File: config.mk
export PLATFORM = sky130hd
export DESIGN_NAME = sdram_port_arbiter
export DESIGN_NICKNAME = d
export VERILOG_FILES = /design/src/rtl/sdram_port_arbiter.sv
export SDC_FILE = /design/constraint.sdc
export NUM_CORES = 1
export LEC_CHECK = 0
export CAP_MARGIN = 10
export CORE_MARGIN = 5
export CORE_UTILIZATION = 44
export CTS_BUF_LIST = sky130_fd_sc_hd__clkbuf_16
export DETAILED_ROUTE_END_ITERATION = 16
export PLACE_DENSITY = 0.86
export SETUP_SLACK_MARGIN = 0.1
export SYNTH_ARGS = -nofsm -noshare
export SYNTH_HDL_FRONTEND = slang
export SYNTH_SLANG_ARGS = --single-unit
File: constraint.sdc
create_clock -name clk -period 2.9 [get_ports clk]
set_input_delay 0.725 -clock clk [delete_from_list [all_inputs] [get_ports clk]]
set_output_delay 0.725 -clock clk [all_outputs]
set_load 0.03 [all_outputs]
File: src/rtl/sdram_port_arbiter.sv
// sdram_port_arbiter
// Shares one SDRAM controller command port between two bus masters.
// Master 0 is the cache controller, master 1 a secondary client (DMA/debug).
// The port is granted per burst with round-robin arbitration, followed by one
// dead turnaround cycle between owners. A watchdog revokes a stalled grant.
//
// Ports:
//   clk, rst                 clock (rising edge), synchronous active-low reset
//   mX_req                   master X requests the port for a burst
//   mX_addr/wr_rd/mstrb      master X beat address, direction, beat strobe
//   mX_gnt                   master X owns the port (registered)
//   sdram_add/wr_rd/mstrb    muxed command to the SDRAM controller
//   busy                     port owned or in turnaround (registered)
//   owner                    index of the last or current owner (registered)
//   err_timeout              one-cycle pulse when the watchdog releases a grant
module sdram_port_arbiter #(
    parameter int unsigned BURST_LEN    = 32,
    parameter int unsigned IDLE_TIMEOUT = 64,
    parameter int unsigned ADDR_W       = 16
) (
    input  logic              clk,
    input  logic              rst,
    input  logic              m0_req,
    input  logic [ADDR_W-1:0] m0_addr,
    input  logic              m0_wr_rd,
    input  logic              m0_mstrb,
    output logic              m0_gnt,
    input  logic              m1_req,
    input  logic [ADDR_W-1:0] m1_addr,
    input  logic              m1_wr_rd,
    input  logic              m1_mstrb,
    output logic              m1_gnt,
    output logic [ADDR_W-1:0] sdram_add,
    output logic              sdram_wr_rd,
    output logic              sdram_mstrb,
    output logic              busy,
    output logic              owner,
    output logic              err_timeout
);

    localparam int unsigned BEAT_W = $clog2(BURST_LEN + 1);
    localparam int unsigned IDLE_W = $clog2(IDLE_TIMEOUT + 1);
    localparam logic [BEAT_W-1:0] BEAT_LAST = BEAT_W'(BURST_LEN - 1);
    localparam logic [IDLE_W-1:0] IDLE_LAST = IDLE_W'(IDLE_TIMEOUT - 1);

    typedef enum logic [1:0] {
        ST_IDLE       = 2'd0,
        ST_GRANT      = 2'd1,
        ST_TURNAROUND = 2'd2
    } state_e;

    state_e            state_q, state_d;
    logic              owner_q, owner_d;
    logic              m0_gnt_q, m0_gnt_d;
    logic              m1_gnt_q, m1_gnt_d;
    logic              busy_q, busy_d;
    logic              err_q, err_d;
    logic [BEAT_W-1:0] beat_q, beat_d;
    logic [IDLE_W-1:0] idle_q, idle_d;

    logic              cur_req;
    logic              cur_strb;
    logic              pick;

    // Port mux keyed on the registered owner; strobe gated by that owner's grant.
    assign cur_req     = owner_q ? m1_req : m0_req;
    assign cur_strb    = owner_q ? (m1_mstrb & m1_gnt_q) : (m0_mstrb & m0_gnt_q);
    assign sdram_mstrb = cur_strb;
    assign sdram_add   = (m0_gnt_q | m1_gnt_q) ? (owner_q ? m1_addr : m0_addr) : '0;
    assign sdram_wr_rd = (m0_gnt_q | m1_gnt_q) ? (owner_q ? m1_wr_rd : m0_wr_rd) : 1'b0;

    assign m0_gnt      = m0_gnt_q;
    assign m1_gnt      = m1_gnt_q;
    assign busy        = busy_q;
    assign owner       = owner_q;
    assign err_timeout = err_q;

    // State and registered outputs; owner resets to 1 so master 0 wins first.
    always_ff @(posedge clk) begin
        if (!rst) begin
            state_q  <= ST_IDLE;
            owner_q  <= 1'b1;
            m0_gnt_q <= 1'b0;
            m1_gnt_q <= 1'b0;
            busy_q   <= 1'b0;
            err_q    <= 1'b0;
            beat_q   <= '0;
            idle_q   <= '0;
        end else begin
            state_q  <= state_d;
            owner_q  <= owner_d;
            m0_gnt_q <= m0_gnt_d;
            m1_gnt_q <= m1_gnt_d;
            busy_q   <= busy_d;
            err_q    <= err_d;
            beat_q   <= beat_d;
            idle_q   <= idle_d;
        end
    end

    // Arbitration, burst accounting and release conditions.
    always_comb begin
        state_d  = state_q;
        owner_d  = owner_q;
        m0_gnt_d = m0_gnt_q;
        m1_gnt_d = m1_gnt_q;
        busy_d   = busy_q;
        err_d    = 1'b0;
        beat_d   = beat_q;
        idle_d   = idle_q;
        pick     = 1'b0;

        unique case (state_q)
            ST_IDLE: begin
                beat_d = '0;
                idle_d = '0;
                if (m0_req || m1_req) begin
                    // On contention the master that did not own last time wins.
                    pick     = (m0_req && m1_req) ? ~owner_q : m1_req;
                    owner_d  = pick;
                    m0_gnt_d = ~pick;
                    m1_gnt_d = pick;
                    busy_d   = 1'b1;
                    state_d  = ST_GRANT;
                end
            end

            ST_GRANT: begin
                if (cur_strb) begin
                    if (beat_q != '1) begin
                        beat_d = beat_q + BEAT_W'(1);
                    end
                    idle_d = '0;
                end else if (idle_q != '1) begin
                    idle_d = idle_q + IDLE_W'(1);
                end

                // Full burst, early release, or watchdog expiry ends the grant.
                if ((cur_strb && (beat_q == BEAT_LAST)) || !cur_req ||
                    (!cur_strb && (idle_q == IDLE_LAST))) begin
                    err_d    = cur_req && !cur_strb && (idle_q == IDLE_LAST);
                    m0_gnt_d = 1'b0;
                    m1_gnt_d = 1'b0;
                    state_d  = ST_TURNAROUND;
                end
            end

            ST_TURNAROUND: begin
                m0_gnt_d = 1'b0;
                m1_gnt_d = 1'b0;
                beat_d   = '0;
                idle_d   = '0;
                busy_d   = 1'b0;
                state_d  = ST_IDLE;
            end

            default: begin
                m0_gnt_d = 1'b0;
                m1_gnt_d = 1'b0;
                busy_d   = 1'b0;
                state_d  = ST_IDLE;
            end
        endcase
    end

endmodule
## Word level (Yosys, flattened, before mapping)

Cells that the tools add are included.

- Bits in registers: 20

- Bitwise gates (word level): 6
- Multiplexer cells: 23
- Add/subtract/negate cells: 2
- Equal/unequal tests: 11
- Reductions and logical operators: 19

Operators by type and width:

| kind | number |
|---|---|
| 16-bit two-way mux | 2 |
| 7-bit two-way mux | 2 |
| 7-bit one-hot mux with 2 select lines | 1 |
| 6-bit two-way mux | 2 |
| 6-bit one-hot mux with 2 select lines | 1 |
| 1-bit two-way mux | 9 |
| 2-bit inequality test (second input constant) | 4 |
| 2-bit AND reduction | 4 |
| 7-bit by 1-bit adder with 7-bit output (second input constant) | 1 |
| 7-bit by 6-bit == test with 1-bit output (second input constant) | 1 |
| 7-bit inequality test (second input constant) | 1 |
| 6-bit by 1-bit adder with 6-bit output (second input constant) | 1 |
| 6-bit by 5-bit == test with 1-bit output (second input constant) | 1 |
| 6-bit inequality test (second input constant) | 1 |
| 1-bit one-hot mux with 2 select lines | 3 |
| 3-bit AND reduction | 2 |
| 1-bit logical AND | 5 |
| 2-bit two-way mux | 2 |
| 2-bit one-hot mux with 2 select lines | 1 |
| 1-bit logical OR | 3 |
| 3-bit inequality test (second input constant) | 1 |
| 1-bit NOT | 3 |
| 1-bit AND | 2 |
| 2-bit by 1-bit == test with 1-bit output (second input constant) | 1 |
| 6 further kinds | 7 |

## Logic depth before layout (Yosys ltp)

- Word-level depth: 7
- Gate-level depth with buffers: 6
- Gate-level depth less buffers: 5

## Worst setup path before layout

No wires, ideal clock.

- Path kind: register to output
- Start: register owner_q, in the netlist owner
- End: output port sdram_add[10]
- Cell stages (with the launch flop): 5
- Required time: 2.175 ns
- Arrival time: 1.698 ns
- Slack: 0.477 ns
- Cells stage by stage: dfxtp_1 buf_4 clkbuf_1 mux2i_1 nor2_1

- Longest elaborated chain between the ends: 2

RTL lines:

| what | line | text |
|---|---|---|
| start, declared | 53 | `logic owner_q, owner_d;` |
| start signal, assigned | 91 | `owner_q <= owner_d;` |
| 16-bit two-way mux (2 in series) | 69 | `assign sdram_add = (m0_gnt_q \| m1_gnt_q) ? (owner_q ? m1_addr : m0_addr) : '0;` |
| end, declared | 33 | `output logic [ADDR_W-1:0] sdram_add,` |

Every way passes these cells.

## Final worst setup path

- Start: input port m0_addr[0]
- End: output port sdram_add[0]

- Longest elaborated chain between the ends: 2

RTL lines:

| what | line | text |
|---|---|---|
| start, declared | 24 | `input logic [ADDR_W-1:0] m0_addr,` |
| 16-bit two-way mux (2 in series) | 69 |  |

Every way passes these cells.

==> flow_summary_export.csv <==
group,metric,value,unit
floorplan,start_util,44.7,%
cells_and_area,design.final.nets,268,
place,finalWeightedCongestion,0.793,
clock_network,ctsHoldBuffers,0,
global_routing,grt_start_max_net_pins,27,
logic_synthesis,syn-mean-instance-area,8.13,µm²
sta,hold_viol_final,0,
setup_path,worstSetupStartpointType,"primary input",
sta,min_period_over_period,94.5,%
global_routing,grt_use_total,17.8,%
clock_network,worst_setup_hold_path_clk_slew,50,ps
sta,post_layout_min_period,2740,ps
sta,final.setup.tns,0,ps
cells_and_area,finish.utilization,69.9,%
logic_synthesis,syn-cell-area,1330,µm²
setup_path,cp_cell_sequence,"clkdlybuf4s50_1, mux2i_1, nor2_1, clkdlybuf4s50_1",
clock_network,cts_buffers,3,
route,route.vias.total,1427,
clock_network,cts.sinks,20,
setup_path,crit_start,"m0_addr[0]",
setup_path,worstPathArrival,2010,ps
setup_path,regToRegStartpoint,"owner",
run,number_of_max_capacitance_violations_reported,0,
route,drt.antenna.violating_nets,0,
setup_path,timing.critical_path.fanout_max,1,
cells_and_area,antennaDiodeCount,0,
place,portBuffers,62,
floorplan,die-area,4230,µm²
floorplan,core_region_area,2980,µm²
logic_synthesis,synth_edf_count,0,
outcome,status,"complete, no violations",
setup_path,slowest_stage,"sky130_fd_sc_hd__clkdlybuf4s50_1",
setup_path,crit_required,2170,ps
logic_synthesis,synthesis.yosys.warnings,0,
setup_path,crit_path_max_incr_delay,680,ps
min_path,worstHoldPathType,"reg -> reg",
logic_synthesis,synthArstFlopShare,0,%
logic_synthesis,synth_cells,164,
sta,timing.final.setup_violations,0,
logic_synthesis,synth-main-ff-cell,"sky130_fd_sc_hd__dfxtp_1",
logic_synthesis,synthDistinctLibCells,40,
clock_network,cts_htree_levels,1,
floorplan,dieWidth,65.0,µm
setup_path,endpoint_kind,"primary output",
pwr,leakage,1.04,nW
route,detail_route.iter0.violations,85,
pwr,vdd.ir_drop.worst,0.214,mV
global_routing,number_of_global_route_vias_before_repair,1370,
min_path,worst_hold_startpoint,"busy",
route,drt_wl_total,3560,µm
cells_and_area,areaGrowthSynthToFinish,56.2,%
sta,final_max_slew_violation_count,0,
global_routing,grt_first_pass_wirelength,5930,µm
logic_synthesis,synth.area.top_cells,"sky130_fd_sc_hd__dfxtp_1 (30%), sky130_fd_sc_hd__mux2i_1 (14%), sky130_fd_sc_hd__nor2_1 (9.0%)",
route,drt-pass1-iter-count,5,
setup_path,crit_top_cell,"sky130_fd_sc_hd__clkdlybuf4s50_1",
floorplan,dieHeight,65.0,µm
floorplan,boundaryPins,63,
cells_and_area,layout-drive-gt1-share,8.04,%
route,drc,0,
sta,slew_headroom,58.4,%
clock_network,clockRootBuffer,"sky130_fd_sc_hd__clkbuf_16",
sta,rsz0062_at_grt,"no",
floorplan,placement_rows,20,
logic_synthesis,ys_ff_latch,20,
global_routing,grt_overflow,0,
setup_path,timing.setup.critical_path_class,"in -> out",
route,route.detailed.wl_per_inst,13.9,µm
logic_synthesis,syn-num-nets,206,
logic_synthesis,synth.yosys.seq_area_share,30.0,%
place,detailed_place_hpwl,2740,µm
sta,final_worst_clock_skew,1.98,ps
clock_network,tritoncts,"done",
clock_network,clk-insertion-delay-late,250,ps
clock_network,clock_path_buffers,2,
sta,worst_pin_slew,624,ps
global_routing,antenna_found_initial,0,
pwr,power_density,414,nW/µm²
route,routed_via_density,5.55,
logic_synthesis,yosysTopAreaCell,"sky130_fd_sc_hd__dfxtp_1",
logic_synthesis,synth_top_area_share,30.0,%
sta,max_freq,365,MHz
clock_network,cts_post_setup_buffers_inserted,0,
cell type report:
type                       instances  area [µm²]
fill                             225         897
sequential                        20         400
multi-input combinational        127         867
clock buffer                       3        75.1
timing repair buffer              64         659
tap                               33        41.3
inverter                          10        37.5
synth_stat cells, types with 3 or more instances:
cell                       count
sky130_fd_sc_hd__clkbuf_1      5
sky130_fd_sc_hd__a21oi_1       9
sky130_fd_sc_hd__o21ai_0       4
sky130_fd_sc_hd__dfxtp_1      20
sky130_fd_sc_hd__nand2_1       9
sky130_fd_sc_hd__nand3_1       5
sky130_fd_sc_hd__nor3_1        4
sky130_fd_sc_hd__nor2_1       32
sky130_fd_sc_hd__mux2i_1      19
sky130_fd_sc_hd__a31o_2        3
sky130_fd_sc_hd__o211ai_1      4
sky130_fd_sc_hd__nand4_1       7
sky130_fd_sc_hd__inv_1        10
report_power, final:
group          switching [mW]  total (mW)  internal (mW)
Sequential             0.0139       0.298          0.284
Clock                   0.102       0.283          0.182
Combinational           0.142       0.279          0.137
logic make-up (layout without fill, tap and decap cells):
kind of cell	after synthesis	in the layout	synth area share [%]
fa+ha+maj	2	2	1.88
simple gates	74	74	30.2
mux	21	21	16.0
buf+inv	17	77	5.07
compound gates	29	29	16.2
xor+xnor	1	1	0.657
flops	20	20	30.0
per-layer routing:
layer  track usage [%]  vias to the layer above  share of wire [%]
met4              8.03                        0                1.7
met2              27.5                       67                 44
met1              20.8                      642                 41
li1                  -                      713                  -
met5                 0                        -                  0
met3              8.49                        5                 13
through the flow:
stage          hold WS (ps)  setup WS, ps  cell area [µm²]  instances  power, mW
3_5_place_dp            441           106             1980        254      0.588
3_3_place_gp            441           114             1980        254      0.585
4_1_cts                 454           108             2050        257      0.868
2_1_floorplan           452           477             1330        164      0.459
5_1_grt                 491           104             2080        257      0.898
6_report                452           160             2080        257      0.861
critical path, delay by kind of cell:
family / cells / cell delay (ps)
AND/OR/NAND/NOR: 1 / 90
buffers and inverters: 2 / 1140
multiplexers: 1 / 60
timing repair:
item,CTS,global route
gates resized for setup,2,11
pin swaps,0,0
endpoints found under the setup margin,17,11
sequential cells by signal, summed over array words and instances (netlist names):
signal,count
beat_q,6
busy,1
err_timeout,1
idle_q,7
m0_gnt,1
m1_gnt,1
owner,1
state_q,2
worst paths after layout:
path,to,slack (ps),depth (start not counted)
min,busy,450,2
min reg2reg,busy,450,2
max,sdram_add[0],160,4
max reg2reg,beat_q[3],900,5
layout by cell type (no fill, tap or decap), types with 3 or more instances in the layout:
| cell type | n |
|---|---|
| sky130_fd_sc_hd__clkdlybuf4s50_1 | 49 |
| sky130_fd_sc_hd__dfxtp_1 | 20 |
| sky130_fd_sc_hd__a21oi_1 | 9 |
| sky130_fd_sc_hd__clkbuf_16 | 3 |
| sky130_fd_sc_hd__o211ai_1 | 4 |
| sky130_fd_sc_hd__buf_4 | 3 |
| sky130_fd_sc_hd__nor2_1 | 31 |
| sky130_fd_sc_hd__nand2_1 | 9 |
| sky130_fd_sc_hd__dlymetal6s2s_1 | 11 |
| sky130_fd_sc_hd__a31o_2 | 3 |
| sky130_fd_sc_hd__nor3_1 | 4 |
| sky130_fd_sc_hd__mux2i_1 | 19 |
| sky130_fd_sc_hd__o21ai_0 | 4 |
| sky130_fd_sc_hd__nand3_1 | 5 |
| sky130_fd_sc_hd__inv_1 | 10 |
| sky130_fd_sc_hd__nand4_1 | 7 |
Power figures use the tool's default switching activity.
